`src/rtl/cp0_timer_intc.sv`:
```
// CP0 timekeeping and interrupt aggregation: prescaled Count/Compare timer with
// sticky TI, Wired-bounded Random index, hw_int synchroniser, registered int_req.
module cp0_timer_intc #(
    parameter int NUM_HW_INT  = 6,
    parameter int CNT_DIV     = 2,
    parameter int TLB_ENTRIES = 32,
    parameter int SYNC_STAGES = 2,
    localparam int RW         = $clog2(TLB_ENTRIES)
) (
    input  logic                  clk,
    input  logic                  rst,
    input  logic                  wr_en,
    input  logic [4:0]            wr_addr,
    input  logic [2:0]            wr_sel,
    input  logic [31:0]           wr_data,
    input  logic [NUM_HW_INT-1:0] hw_int,
    input  logic [1:0]            sw_ip,
    input  logic                  status_ie,
    input  logic                  status_exl,
    input  logic                  status_erl,
    input  logic [7:0]            status_im,
    output logic [31:0]           count,
    output logic [31:0]           compare,
    output logic [RW-1:0]         random,
    output logic [RW-1:0]         wired,
    output logic                  cause_ti,
    output logic [7:0]            cause_ip,
    output logic                  int_req
);
    localparam int PW = (CNT_DIV > 1) ? $clog2(CNT_DIV) : 1;

    logic [PW-1:0]   presc_q, presc_d;
    logic [31:0]     count_q, count_d;
    logic [31:0]     compare_q, compare_d;
    logic            ti_q, ti_d;
    logic            match_q, match_d;
    logic [RW-1:0]   random_q, random_d;
    logic [RW-1:0]   wired_q, wired_d;
    logic            int_req_q, int_req_d;
    logic [SYNC_STAGES-1:0][NUM_HW_INT-1:0] sync_q, sync_d;

    logic       wr_dec, wr_wired, wr_count, wr_compare;
    logic       tick, match;
    logic [5:0] hw_pad;

    assign wr_dec     = wr_en && (wr_sel == 3'd0);
    assign wr_wired   = wr_dec && (wr_addr == 5'd6);
    assign wr_count   = wr_dec && (wr_addr == 5'd9);
    assign wr_compare = wr_dec && (wr_addr == 5'd11);

    assign tick  = (presc_q == PW'(CNT_DIV - 1));
    assign match = (count_q == compare_q);

    always_comb begin
        presc_d   = tick ? '0 : presc_q + PW'(1);
        count_d   = tick ? count_q + 32'd1 : count_q;
        // A Count write restarts the prescaler so the next tick is a full period away
        if (wr_count) begin
            presc_d = '0;
            count_d = wr_data;
        end
        compare_d = wr_compare ? wr_data : compare_q;
        match_d   = match;
        ti_d      = ti_q | (match & ~match_q);
        if (wr_compare)
            ti_d = 1'b0;
    end

    // wired is RW bits wide, so an out-of-range Wired write truncates and can
    // never reach TLB_ENTRIES; only the equality and zero wraps remain.
    always_comb begin
        wired_d  = wired_q;
        random_d = random_q - RW'(1);
        if (random_q == wired_q || random_q == '0)
            random_d = RW'(TLB_ENTRIES - 1);
        if (wr_wired) begin
            wired_d  = wr_data[RW-1:0];
            random_d = RW'(TLB_ENTRIES - 1);
        end
    end

    always_comb begin
        sync_d[0] = hw_int;
        for (int s = 1; s < SYNC_STAGES; s++)
            sync_d[s] = sync_q[s-1];
    end

    always_comb begin
        hw_pad = '0;
        hw_pad[NUM_HW_INT-1:0] = sync_q[SYNC_STAGES-1];
    end

    // IP7 is shared between the sixth hardware line and the timer
    assign cause_ip  = {hw_pad[5] | ti_q, hw_pad[4:0], sw_ip};
    assign int_req_d = status_ie & ~status_exl & ~status_erl & (|(cause_ip & status_im));

    always_ff @(posedge clk) begin
        if (rst) begin
            presc_q   <= '0;
            count_q   <= '0;
            compare_q <= '0;
            ti_q      <= 1'b0;
            match_q   <= 1'b1;
            random_q  <= RW'(TLB_ENTRIES - 1);
            wired_q   <= '0;
            sync_q    <= '0;
            int_req_q <= 1'b0;
        end else begin
            presc_q   <= presc_d;
            count_q   <= count_d;
            compare_q <= compare_d;
            ti_q      <= ti_d;
            match_q   <= match_d;
            random_q  <= random_d;
            wired_q   <= wired_d;
            sync_q    <= sync_d;
            int_req_q <= int_req_d;
        end
    end

    assign count    = count_q;
    assign compare  = compare_q;
    assign random   = random_q;
    assign wired    = wired_q;
    assign cause_ti = ti_q;
    assign int_req  = int_req_q;
endmodule

```
`config.mk`:
```
export PLATFORM = sky130hd
export DESIGN_NAME = cp0_timer_intc
export DESIGN_NICKNAME = d
export VERILOG_FILES = /design/src/rtl/cp0_timer_intc.sv
export SDC_FILE = /design/constraint.sdc
export NUM_CORES = 1
export LEC_CHECK = 0
export ABC_CLOCK_PERIOD_IN_PS = 4200
export CORE_UTILIZATION = 49
export CTS_CLUSTER_SIZE = 25
export DETAILED_ROUTE_END_ITERATION = 10
export PLACE_DENSITY = 0.93
export SYNTH_ARGS = -nofsm -noshare
export SYNTH_HDL_FRONTEND = slang
export SYNTH_SLANG_ARGS = --single-unit
```
`constraint.sdc`:
```
create_clock -name clk -period 4.2 [get_ports clk]
set_input_delay 0.84 -clock clk [delete_from_list [all_inputs] [get_ports clk]]
set_output_delay 0.84 -clock clk [all_outputs]
set_load 0.01 [all_outputs]
```
==> impl_results.md, run 1 <==
* Worst r2r dst: count[28]$_SDFFE_PP0P_
* Clk buf depth at 2
* Fill cells at 610
* Power Density at 282.2 nW/um^2
* Mux contribution to synthesized area at 1.625%
* Startpoint Class: input port
* Placement row count at 33
* Adder-cell share of the synthesized area at 0.8706%
* Total negative slack at 0 ns
* WP data required at 3.36 ns
* WP buf/inv at 2
* Worst skew pair latency at 0.36 ns
* Most frequent cells in the layout: 144 x clkdlybuf4s50_1, 90 x dfxtp_1, 84 x nand2_1
* Fin nets at 679
* DRC at 0
* Syn. warnings at 0
* CP cell instances: clkdlybuf4s50_1 -> clkdlybuf4s50_1
* CTS tree: built
* Routed Antenna Nets at 0
* #FFs+latches synth at 90
* Busiest grt layer: met2
* Worst-margin pin slew at 0.8096 ns
* Peak VDD IR at 0.1768 mV
* Sequential-to-total area share from yosys stat at 41.79%
* Status: completed
* WL final at 12,160 um
* R2r setup slk at 2.11 ns
* Final Hold Fails at 0
* Vias in the first global route at 3,904
* Overall power at 0.001674 W
* # hold bufs at CTS at 0
* Slowest stage delay, CP at 0.54 ns
* Antenna Cells at 0
* # setup viols final at 0
* Io pins at 146
* Hold EP: cause_ti$_SDFF_PP0_
* # resized after CTS at 0
* Total clock sinks at 90
* Final min period at 2.701 ns
* Largest delay share family, worst path: buffers and inverters
* Largest family of logic cells by synthesized area: simple AND/OR/NAND/NOR gates
* Compound-Gate Fraction of Synth Area at 10.33%
* Final WS setup at 1.499 ns
* Worst slack, placed at 1.284 ns
* Asr flop ratio synth at 0%
* Remaining global-route overflow at 0
* First-pass GRT wire length at 19,020 um
* Layout cells sized above 1 at 6.624%
* Port buffer count at 145
* Commonest non-fill, non-tap cell in the layout: clkdlybuf4s50_1
* Worst-path clk slew at 0.08 ns
* Initial antenna violation count at 0
* Register area at 1802 um^2
* Syn-to-layout area delta at 37.58%
* Drt initial violations at 297
* Routing usage on met2 at 46.79%
* RR Startpoint: count[0]$_SDFFE_PP0P_
* Critical Path Sink Type: primary output
* Final worst-path cycle share at 64.30%
* GR Util met1 at 31.90%
* GR Layer Usage met3 at 6.003%
* Worst Hold Class: reg -> reg
* Post-synth EDFFs at 0
* Die X at 95.81 um
* Die area at 9179 um^2
* H-tree levels at 3
* Headroom to the max-slew limit at 46.02%
* Postcts setup bufs at 0
* Die height at 95.81 um
* Clock buffer count from CTS at 9
* Hold Startpoint: match_q$_SDFF_PP1_
* Vias at 4,023
* Skew final at 0.01118 ns
* Leak at 1.954 nW
* RSZ-0062 raised after global routing: false
* Worst hold stages at 1
* Synth Area in XOR/XNOR at 14.42%
* Critical-path cell with the highest stage delay: clkdlybuf4s50_1
* Vias per cell at 5.557
* Largest net degree at the start of global routing at 65
* Multi-input gate area at 2273 um^2
* Cell area after synthesis at 4312 um^2
* Number of distinct library cells after synthesis at 46
* Post-Syn Nets at 552
* Routability cong. at 0.8428
* Initial Util at 51.44%
* Count of pins over their slew limit at 0
* DP HPWL at 8803 um
* Simple-gate share of the synthesized area at 25.42%
* Gr usage total at 27.55%
* Crit path DAT at 1.86 ns
* Cell chosen for the clock root: clkbuf_8
* Core box area at 8382 um^2
* First-pass detailed-route iteration total at 6
* Max-cap viol count at 0
* WS Path Type: in -> out
* Average size of a mapped cell at 8.853 um^2
* Synth Flop Type: dfxtp_1
* Critical Path Most Common Cell: clkdlybuf4s50_1
* Critical path peak fanout at 2
* F_max at 370.3 MHz
* Post-synthesis cell count at 487
* Worst R2R Path Depth at 6
* Average wire per standard cell at 16.80 um
[worst max-delay path by stage]
stage	start	end	slack, ns	cells after the start
2_1_floorplan	wr_sel[0]	count[24]$_SDFFE_PP0P_	1.93	7
3_3_place_gp	wr_sel[0]	count[31]$_SDFFE_PP0P_	1.37	7
3_5_place_dp	wr_sel[0]	compare[25]$_SDFFE_PP0P_	1.28	7
4_1_cts	sw_ip[1]	cause_ip[1]	1.50	2
5_1_grt	sw_ip[0]	cause_ip[0]	1.47	2
6_report	sw_ip[1]	cause_ip[1]	1.50	2
[state kept, by name, indices dropped and copies added, names as in the netlist]
| signal | cells |
|---|---|
| int_req | 1 |
| hw_pad | 6 |
| wired | 5 |
| sync_d | 6 |
| count | 32 |
| match_q | 1 |
| presc_q | 1 |
| cause_ti | 1 |
| random | 5 |
| compare | 32 |
[synth_stat cells, types with 5 or more instances]
cell | count | share of area (%)
a211oi_1 | 29 | 5.0
a21oi_1 | 32 | 3.7
buf_2 | 5 | 0.58
buf_4 | 9 | 1.6
buf_6 | 6 | 1.6
clkbuf_1 | 12 | 1.0
dfxtp_1 | 90 | 42
inv_1 | 8 | 0.70
mux2i_1 | 7 | 1.6
nand2_1 | 84 | 7.3
nand3_1 | 8 | 0.93
nand4_1 | 11 | 1.6
nor2_1 | 44 | 3.8
nor2b_1 | 12 | 1.7
nor3_1 | 9 | 1.0
nor4_1 | 7 | 1.0
xnor2_1 | 63 | 13
xor2_1 | 8 | 1.6
[metrics by stage]
step	area (um^2)	std cells	utilization, %	hold WS (ns)
final	5932	724	70.77	0.4292
after global routing	5932	724	70.77	0.4483
after CTS	5932	724	70.77	0.4303
after detailed placement	5713	708	68.16	0.4170
after global placement	5713	708	68.16	0.4027
after floorplan	4312	487	-	0.3960
[logic make-up after synthesis]
family	count (synthesis)
buffers and inverters	41
AO/OA/AOI/OAI	68
adder cells (fa/ha/maj)	3
multiplexers	7
flip-flops	90
AND/OR/NAND/NOR	207
XOR/XNOR	71
[power breakdown]
group          switching (W)  internal (W)  leakage, nW  total [W]
clock network       0.000298      0.000350        0.109   0.000647
registers          0.0000137      0.000867        0.729   0.000881
logic              0.0000558     0.0000899         1.12   0.000146
[per-layer routing]
layer	wire length (um)	vias to the layer above
met5	0	-
met4	478	0
met3	874	42
met2	5993	182
met1	4815	1892
li1	-	1907
[layout make-up]
class | count | area share [%]
multi-input cells | 356 | 38.33
clock buffers | 11 | 2.383
repair buffers | 149 | 24.89
flip-flops and latches | 90 | 30.37
inverters | 8 | 0.5062
well taps | 105 | 2.215
clock inverters | 5 | 1.308
Note: power is estimated with default switching activity, not from simulation.
==> run 2, diff against run 1 <==
ABC_CLOCK_PERIOD_IN_PS = 2600   (was 4200)
CORE_UTILIZATION = 46   (was 49)
PLACE_DENSITY = 0.89   (was 0.93)
clock period = 2.6 ns   (was 4.2 ns; I/O delays follow)
==> run 2 against run 1 <==
Clock power is 62% higher. Worst setup slack worse by 1.1 ns. Count of clock-buffer cells in the layout stayed put. Sequential power is 61% higher. Critical path type is now reg -> reg.
==> impl_results.md, run 2 (synthesized netlist as in run 1, its figures left out) <==
* Final worst-path cycle share at 84.97%
* DP HPWL at 8935 um
* Initial antenna violation count at 1
* WS Path Type: reg -> reg
* # hold bufs at CTS at 0
* Peak VDD IR at 0.2907 mV
* Die X at 98.82 um
* Critical path peak fanout at 5
* Port buffer count at 145
* Final min period at 2.209 ns
* Sw power at 0.0005965 W
* Die height at 98.82 um
* Io pins at 146
* H-tree levels at 3
* Comb pwr share at 8.7%
* Layout cells sized above 1 at 7.223%
* WP buf/inv at 0
* Worst hold stages at 1
* Largest net degree at the start of global routing at 45
* # setup viols final at 0
* Int Power at 0.002112 W
* # resized after CTS at 0
* Routability cong. at 0.8354
* Routed Antenna Nets at 0
* Remaining global-route overflow at 0
* Largest delay share family, worst path: simple AND/OR/NAND/NOR gates
* Worst hold slack at 0.4220 ns
* Critical-path cell with the highest stage delay: nor4_1
* Commonest non-fill, non-tap cell in the layout: clkdlybuf4s50_1
* Skew final at 0.007361 ns
* Vias per cell at 5.402
* Postcts setup bufs at 0
* Vias in the first global route at 3,844
* Slowest stage delay, CP at 0.47 ns
* CP cell instances: ha_1 -> and2_0 -> nand2_1 -> nor4_1 -> xnor2_1 -> a211oi_1
* Clk buf depth at 2
* Crit path DAT at 2.47 ns
* First-pass GRT wire length at 19,010 um
* Leak at 1.989 nW
* CP Depth at 6
* Syn-to-layout area delta at 39.29%
* Count of pins over their slew limit at 0
* Worst skew pair latency at 0.35 ns
* Total negative slack at 0 ns
* First-pass detailed-route iteration total at 5
* Initial Util at 48.49%
* Core box area at 8891 um^2
* Worst-margin pin slew at 0.8057 ns
* Drt initial violations at 256
* Average wire per standard cell at 16.23 um
* Status: completed
* DRC at 0
* Critical Path Sink Type: register
* Cell chosen for the clock root: clkbuf_8
* CTS tree: built
* Max-cap viol count at 0
* Vias at 3,954
* Fin nets at 683
* Worst R2R Path Depth at 6
* F_max at 452.6 MHz
* WL final at 11,880 um
* WP data required at 2.86 ns
* Clock network fraction of design power at 38.9%
* Worst-path clk slew at 0.08 ns
* RSZ-0062 raised after global routing: false
* Clock buffer count from CTS at 9
* Placement row count at 34
* Most frequent cells in the layout: 144 x clkdlybuf4s50_1, 90 x dfxtp_1, 84 x nand2_1
* Headroom to the max-slew limit at 46.29%
* Final Hold Fails at 0
* Total clock sinks at 90
* Gr usage total at 24.64%
* Switching share of power at 22.02%
* Startpoint Class: register
* Worst Hold Class: reg -> reg
* Share of power burned in registers at 52.5%
* Fill cells at 700
* Die area at 9764 um^2
* Power Density at 451.0 nW/um^2
==> run 2: area by class of cell <==
class	instances	area, um^2	share of cell area (%)
flip-flops and latches	90	1802	30.00
diodes	1	2.502	0.04167
multi-input cells	356	2273	37.85
clock buffers	11	141.4	2.354
inverters	8	30.03	0.5000
repair buffers	153	1544	25.71
well taps	108	135.1	2.250
clock inverters	5	77.57	1.292
==> run 2: final timing paths <==
| check | from | to | slack, ns |
|---|---|---|---|
| worst min register to register | match_q$_SDFF_PP1_ | cause_ti$_SDFF_PP0_ | 0.42 |
| worst max-delay path | count[1]$_SDFFE_PP0P_ | count[28]$_SDFFE_PP0P_ | 0.39 |
| worst max register to register | count[1]$_SDFFE_PP0P_ | count[28]$_SDFFE_PP0P_ | 0.39 |
| worst min-delay path | match_q$_SDFF_PP1_ | cause_ti$_SDFF_PP0_ | 0.42 |
==> run 2: routing by layer <==
layer  global-route usage (%)  part of all wire, %
met2                    41.80                   50
met1                    30.83                   41
met4                    9.989                  2.3
met3                    4.610                  6.3
met5                        0                    0
==> run 2: through the flow <==
stage | cell area (um^2) | worst slack, ns | util (%) | std cells | power (W)
after global placement | 5784 | 0.2205 | 65.06 | 715 | 0.001682
after floorplan | 4312 | 0.6498 | - | 487 | 0.001534
after detailed placement | 5784 | 0.1660 | 65.06 | 715 | 0.001687
after CTS | 6003 | 0.4241 | 67.52 | 731 | 0.002716
after global routing | 6006 | 0.2462 | 67.55 | 732 | 0.002801
final | 6006 | 0.3908 | 67.55 | 732 | 0.002709
==> run 2: worst register-to-register path: stages, from the launching register on <==
cell	delay, ns
dfxtp_1	0.43
ha_1	0.19
and2_0	0.34
nand2_1	0.28
nor4_1	0.47
xnor2_1	0.15
a211oi_1	0.27
==> run 2: power by group through the flow <==
stage	clock network (W)	logic (W)	registers, W
6_report	0.00105	0.000235	0.00142
5_1_grt	0.00113	0.000251	0.00142
4_1_cts	0.00106	0.000235	0.00142
3_5_place_dp	0	0.000234	0.00145
3_3_place_gp	0	0.000229	0.00145
2_1_floorplan	0	0.0000805	0.00145
==> run 3, diff against run 2 <==
ABC_CLOCK_PERIOD_IN_PS = 2300   (was 2600)
clock period = 2.3 ns   (was 2.6 ns; I/O delays follow)
==> run 3 against run 2 <==
Cell count up 0.41%. Non-clock buffer count up 4. Global-route usage up 1.2 points. Clock skew up 0.0027 ns. Final area up 0.44%. Worst setup slack worse by 0.12 ns. Sequential power up 13%. Worst hold slack worse by 0.039 ns. Utilization up 0.30 points. Clock power up 14%. Combinational power up 16%. First-iteration DRC count down 13%. Largest cell class unchanged.
==> impl_results.md, run 3 (synthesized netlist as in run 1, its figures left out) <==
* Startpoint Class: register
* Power Density at 509.7 nW/um^2
* Fin cells at 735
* Io pins at 146
* Most frequent cells in the layout: 144 x clkdlybuf4s50_1, 90 x dfxtp_1, 84 x nand2_1
* Vias at 3,967
* Commonest non-fill, non-tap cell in the layout: clkdlybuf4s50_1
* Final worst-path cycle share at 88.31%
* Skew final at 0.01002 ns
* Clk buf depth at 2
* Final Hold Fails at 0
* Drt initial violations at 223
* Comb pwr share at 8.9%
* WL final at 12,240 um
* Share of power burned in registers at 52.2%
* Routed Antenna Nets at 0
* Die height at 98.82 um
* Slowest stage delay, CP at 0.65 ns
* CTS tree: built
* Worst-margin pin slew at 0.4677 ns
* Hold Startpoint: rst
* Inst Count DP at 719
* # setup viols final at 0
* Status: completed
* Max-cap viol count at 0
* CP Launch Point: count[9]$_SDFFE_PP0P_
* Sw power at 0.0007069 W
* Core box area at 8891 um^2
* Clock network fraction of design power at 38.9%
* Fin nets at 687
* Die area at 9764 um^2
* Postcts setup bufs at 0
* DRC at 0
* Total clock sinks at 90
* WS Path Type: reg -> out
* Max layer used: met4
* WP buf/inv at 1
* First-pass GRT wire length at 19,940 um
* # hold bufs at CTS at 0
* Cell chosen for the clock root: clkbuf_8
* Worst hold slack at 0.3830 ns
* Worst Hold Class: in -> reg
* WP data required at 1.84 ns
* Clock buffer count from CTS at 9
* Critical-path cell with the highest stage delay: clkdlybuf4s50_1
* Post-Route M1 WL at 5063 um
* Initial antenna violation count at 0
* F_max at 492.3 MHz
* # resized after CTS at 0
* Port buffer count at 145
* Gr usage total at 25.82%
* Placement row count at 34
* Die X at 98.82 um
* First-pass detailed-route iteration total at 5
* Average wire per standard cell at 16.65 um
* WL met3 at 733 um
* Switching share of power at 22.99%
* Leak at 2.005 nW
* RR Startpoint: count[2]$_SDFFE_PP0P_
* Final min period at 2.031 ns
* Antenna Cells at 0
* H-tree levels at 3
* Crit path DAT at 1.57 ns
* CP cell instances: clkdlybuf4s50_1
* RSZ-0062 raised after global routing: false
* Critical path peak fanout at 6
* DP HPWL at 9158 um
* Met2 wire len at 6085 um
* Worst skew pair latency at 0.37 ns
* Worst-path clk slew at 0.09 ns
* Vias in the first global route at 4,055
* Fill cells at 682
* Int Power at 0.002367 W
* Largest delay share family, worst path: buffers and inverters
* Remaining global-route overflow at 0
* Layout cells sized above 1 at 7.815%
* Count of pins over their slew limit at 0
* Headroom to the max-slew limit at 68.82%
* Initial Util at 48.49%
* Vias per cell at 5.397
* Largest net degree at the start of global routing at 45
* Syn-to-layout area delta at 39.90%
* Peak VDD IR at 0.3449 mV
* Routability cong. at 0.8213
* Critical Path Sink Type: primary output
==> run 3: path summary, 6_finish.rpt <==
kind | cells after the start | slack [ns] | end
worst max register to register | 5 | 0.28 | count[28]$_SDFFE_PP0P_
worst max-delay path | 1 | 0.27 | count[9]
worst min-delay path | 2 | 0.38 | hw_pad[4]$_SDFF_PP0_
worst min register to register | 1 | 0.43 | cause_ti$_SDFF_PP0_
==> run 3: layout make-up <==
class | count | area, um^2 | share of cell area, %
inverter | 8 | 30.03 | 0.4978
clock inverter | 6 | 90.09 | 1.493
tap | 108 | 135.1 | 2.240
timing repair buffer | 157 | 1574 | 26.09
multi-input combinational | 356 | 2273 | 37.69
clock buffer | 10 | 127.6 | 2.116
sequential | 90 | 1802 | 29.87
==> run 3: power groups by stage <==
stage	logic [W]	registers, W	clock network [W]
2_1_floorplan	0.0000910	0.00164	0
3_3_place_gp	0.000263	0.00164	0
3_5_place_dp	0.000270	0.00164	0
4_1_cts	0.000272	0.00161	0.00120
5_1_grt	0.000292	0.00161	0.00126
6_report	0.000273	0.00161	0.00120
==> run 3: per-layer routing <==
layer  vias up  GRT usage, %
met4         0         13.78
li1       1919             -
met2       155         43.46
met5         -             0
met3        31         4.468
met1      1862         31.51
==> run 3: through the flow <==
stage          utilization (%)  area, um^2  setup WS [ns]  total power (W)  setup TNS [ns]
3_5_place_dp             65.40        5814       -0.08380         0.001912          -2.440
6_report                 67.84        6032         0.2688         0.003074               0
4_1_cts                  67.84        6032         0.2767         0.003077               0
3_3_place_gp             65.40        5814       -0.01541         0.001904        -0.04153
2_1_floorplan                -        4312         0.4098         0.001734               0
5_1_grt                  67.84        6032         0.1147         0.003163               0
